--- config.mk ---
export PLATFORM = sky130hd
export DESIGN_NAME = glyph_scanner
export DESIGN_NICKNAME = d
export VERILOG_FILES = /design/src/rtl/glyph_scanner.sv
export SDC_FILE = /design/constraint.sdc
export NUM_CORES = 1
export LEC_CHECK = 0
export CORE_ASPECT_RATIO = 1.4
export CORE_UTILIZATION = 29
export CTS_CLUSTER_DIAMETER = 120
export DETAILED_ROUTE_END_ITERATION = 10
export GPL_TIMING_DRIVEN = 0
export PLACE_DENSITY = 0.51
export SLEW_MARGIN = 20
export SYNTH_ARGS = -nofsm -noshare
export SYNTH_HDL_FRONTEND = slang
export SYNTH_SLANG_ARGS = --single-unit
--- constraint.sdc ---
create_clock -name clk -period 3.2 [get_ports clk]
set_clock_uncertainty 0.2 [all_clocks]
set_input_delay 0.48 -clock clk [delete_from_list [all_inputs] [get_ports clk]]
set_output_delay 0.48 -clock clk [all_outputs]
set_load 0.005 [all_outputs]
--- src/rtl/glyph_scanner.sv ---
// glyph_scanner: fetches a 5x7 glyph from the char ROM and streams it
// as a 7 x (5+GAP_COLS) pixel frame over a valid/ready handshake.
module glyph_scanner #(
  parameter int GAP_COLS     = 1,
  parameter bit COLUMN_MAJOR = 1'b0
) (
  input  logic        clk,
  input  logic        rst_n,
  input  logic [6:0]  char_in,
  input  logic        char_valid,
  output logic        char_ready,
  output logic [6:0]  rom_addr,
  input  logic [34:0] rom_data,
  output logic        pix_valid,
  input  logic        pix_ready,
  output logic        pix_on,
  output logic [2:0]  pix_row,
  output logic [2:0]  pix_col,
  output logic        pix_last,
  output logic        busy
);

  localparam logic [2:0] LAST_COL = 3'(4 + GAP_COLS);
  localparam logic [2:0] LAST_ROW = 3'd6;

  typedef enum logic [1:0] {
    IDLE,
    FETCH,
    SHIFT
  } state_t;

  state_t      state;
  logic [34:0] bitmap;
  logic [2:0]  row;
  logic [2:0]  col;
  logic        at_last;
  logic [5:0]  idx;

  assign at_last = (row == LAST_ROW) && (col == LAST_COL);

  always_ff @(posedge clk or negedge rst_n) begin
    if (!rst_n) begin
      state    <= IDLE;
      rom_addr <= '0;
      bitmap   <= '0;
      row      <= '0;
      col      <= '0;
    end else begin
      case (state)
        IDLE: begin
          if (char_valid) begin
            rom_addr <= char_in;
            state    <= FETCH;
          end
        end
        FETCH: begin
          bitmap <= rom_data;
          row    <= '0;
          col    <= '0;
          state  <= SHIFT;
        end
        SHIFT: begin
          if (pix_ready) begin
            // counters freeze on the final pixel
            if (at_last) begin
              state <= IDLE;
            end else if (COLUMN_MAJOR) begin
              if (row == LAST_ROW) begin
                row <= '0;
                col <= col + 3'd1;
              end else begin
                row <= row + 3'd1;
              end
            end else begin
              if (col == LAST_COL) begin
                col <= '0;
                row <= row + 3'd1;
              end else begin
                col <= col + 3'd1;
              end
            end
          end
        end
        default: state <= IDLE;
      endcase
    end
  end

  always_comb begin
    idx    = 6'd34 - (6'(row) * 6'd5 + 6'(col));
    pix_on = 1'b0;
    if (state == SHIFT && col <= 3'd4) begin
      pix_on = bitmap[idx];
    end
  end

  assign pix_valid  = (state == SHIFT);
  assign char_ready = (state == IDLE);
  assign busy       = (state != IDLE);
  assign pix_row    = row;
  assign pix_col    = col;
  assign pix_last   = pix_valid && at_last;

endmodule

==> flow_summary.ini <==
[layout]
area_delta_synth_final_pct = 40.2
finalNetCount = 335
stdcell_count = 383
fin_area_sq_um = 3590
final_common_cell = clkdlybuf4s50_1
nFillCells = 832
layout_common_cells = clkdlybuf4s50_1 (61), dfrtp_1 (45), mux2_2 (44)
drive_gt1_share_pct = 32.7
antenna_cells = 0

[floorplan]
die_x_um = 81.4
start_util_pct = 29.9
core_area_sq_um = 8560
dieHeight_um = 113
die_area_sq_um = 9220
num_rows = 40
ios = 64

[synthesis]
ys.flop_type = dfrtp_1
syn_area_sq_um = 2560
ys_top_cells_by_area = dfrtp_1 (49%), mux2_2 (19%), ha_1 (4.9%), mux4_1 (3.1%), mux4_2 (2.6%)
ys_ff_latch = 50
yosys_warnings = 0
ys_seq_area_share_pct = 48.8
async_flop_share_pct = 100
synth_top_area_share_pct = 48.8
synth_top_area_cell = dfrtp_1
avgSynthCellArea_sq_um = 12.6
synth_fp_nets = 261
synth_cell_type_count = 40
syn_inst = 203
synth_edf_count = 0

[timing]
period_needed_ns = 3.60
worst_pin_slew_ns = 0.656
whs_ns = 0.00228
setup_slack_ns = -0.400
slew_violations = 0
clock.fmax_mhz = 278
fin_crit_sh_pct = 113
rsz0062_at_grt = yes
setup_viol = 1
relSlewSlack_pct = 56.2
hold_viol_final = 0

[cts]
clk_latency_ns = 0.29
cts_buffer_depth = 2
cts_buffers = 5
path_clk_slew_ns = 0.07
clock-sinks = 50
ctsHtreeMaxLevel = 2
cts_root_buffer = clkbuf_16
tritoncts = built

[worst_setup_path]
worstSetupEndpointType = output port
cp.buffers_inverters = 2
critical_path_peak_fanout = 7
r2r-start = state[0]
r2r_setup_slack_ns = 1.23
required_ns = 2.52
cp.arrival_ns = 2.92
cp_slowest_stage_delay_ns = 0.45
worstRegToRegCells = 4
cp_slowest_cell = fa_2
crit_path_cell_trace = inv_2, ha_4, fa_2, ha_4, fa_2, or3b_4, o22ai_2, a2111oi_2, nor3b_2, nor3_2, buf_2
r2r_end = bitmap[26]
cp_top_family = adder cells
worstSetupStartpointType = flip-flop
crit_type = reg -> out
cp.depth = 11
cp-startpoint = pix_col[0]
endpoint = pix_on

[drt]
ant_nets = 0
finalWirelength_mm = 5.61
firstDrtPassIters = 4
vias = 1808
initialDrtViolationCount = 87
route.detailed.drc = 0
viasPerCell = 4.72
wl_per_cell_um = 14.7

[placed_design]
io_buffers = 63
dp.cells = 371
dp_hpwl_mm = 4.15
post-place-ws_ns = -0.719
placed_area_sq_um = 3370
place_congestion = 0.722

[pwr]
power_density_nw_per_um2 = 1110
p_total_mw = 3.98
vdd_drop_max_v = 0.000392
p_leak_nw = 1.50

[outcome]
violations = setup timing
status = finished, violations left

[grt]
grt_pass1_vias = 1847
grt_antenna_before_repair = 0
grt_max_degree = 51
gr-total-overflow = 0
grt_usage_pct = 13.5
grt_pass1_wl_mm = 9.25

[worst_hold_path]
hold_path.class = in -> async

[flow_run]
cap_violations = 0
## worst min-delay path by stage
stage               from         end  slack [ns]  cells after the start
6_report           rst_n  bitmap[24]       0.002                      1
5_1_grt            rst_n  bitmap[24]        0.06                      1
4_1_cts            rst_n  bitmap[25]        0.04                      1
3_5_place_dp   bitmap[3]   bitmap[3]        0.29                      1
3_3_place_gp   bitmap[3]   bitmap[3]        0.28                      1
2_1_floorplan      rst_n   bitmap[0]       -0.02                      0
## repair_timing
action,CTS,global route
setup buffers,4,0
endpoints found under the setup margin,1,1
resized for setup,13,1
pin swaps,6,0
endpoints found under the hold margin,0,0
hold buffers,0,0
## final cells by class
cell class | count | area [sq um] | area share, %
clock inverter | 1 | 8.76 | 0.244
sequential | 50 | 1260 | 35.0
buffer | 9 | 50.0 | 1.39
tap | 105 | 131 | 3.66
clock buffer | 7 | 153 | 4.25
timing repair buffer | 67 | 653 | 18.2
multi-input combinational | 128 | 1280 | 35.6
inverter | 16 | 62.6 | 1.74
## routing by layer
metal / vias to the layer above / GRT usage [%] / share of wire (%)
li1: 879 / - / -
met5: - / 0 / 0
met1: 894 / 16.4 / 42
met3: 7 / 2.42 / 2.8
met4: 0 / 5.36 / 1.7
met2: 28 / 22.9 / 54
## cells by family after synthesis
logic type / count (synthesis) / synth area share, %
muxes: 51 / 25.4
DFF: 50 / 48.8
and+or+nand+nor: 36 / 7.52
AOI/OAI and AO/OA: 27 / 6.79
buffers and inverters: 25 / 4.30
adders and majority gates: 12 / 6.45
xor gates and xnor gates: 2 / 0.684
## worst register-to-register path, delay by kind of cell, from the launching register on
kind / cells / cell delay [ns]
buf+inv: 2 / 0.51
flops: 1 / 0.38
mux: 1 / 0.37
simple gates: 1 / 0.41
## flip-flops by register name, indices dropped and copies added (netlist names)
| signal | count |
|---|---|
| bitmap | 35 |
| pix_col | 3 |
| pix_row | 3 |
| rom_addr | 7 |
| state | 2 |
## synthesized netlist by cell type (2+ instances only)
| library cell | count |
|---|---|
| nor3_1 | 3 |
| nor4_1 | 3 |
| mux4_1 | 3 |
| dfrtp_1 | 50 |
| nand2_1 | 12 |
| buf_2 | 6 |
| inv_1 | 16 |
| a21oi_1 | 5 |
| nor3b_1 | 2 |
| o32ai_1 | 3 |
| ha_1 | 10 |
| mux4_2 | 3 |
| nand3_1 | 2 |
| mux2_2 | 44 |
| nor2_1 | 6 |
| o21ai_0 | 10 |
| fa_1 | 2 |
## power breakdown
| group | leakage [nW] | total [mW] | switching (mW) | internal [mW] |
|---|---|---|---|---|
| Sequential | 0.622 | 1.13 | 0.178 | 0.950 |
| Combinational | 0.803 | 2.28 | 1.00 | 1.28 |
| Clock | 0.0801 | 0.571 | 0.237 | 0.334 |
## metrics by stage
stage / utilization (%) / TNS, ns
2_1_floorplan: - / -0.0535
3_3_place_gp: 39.4 / -9.22
3_5_place_dp: 39.4 / -0.719
4_1_cts: 41.9 / -0.425
5_1_grt: 42.0 / -0.533
6_report: 42.0 / -0.400
No activity file was read; power rests on OpenSTA's default activity.
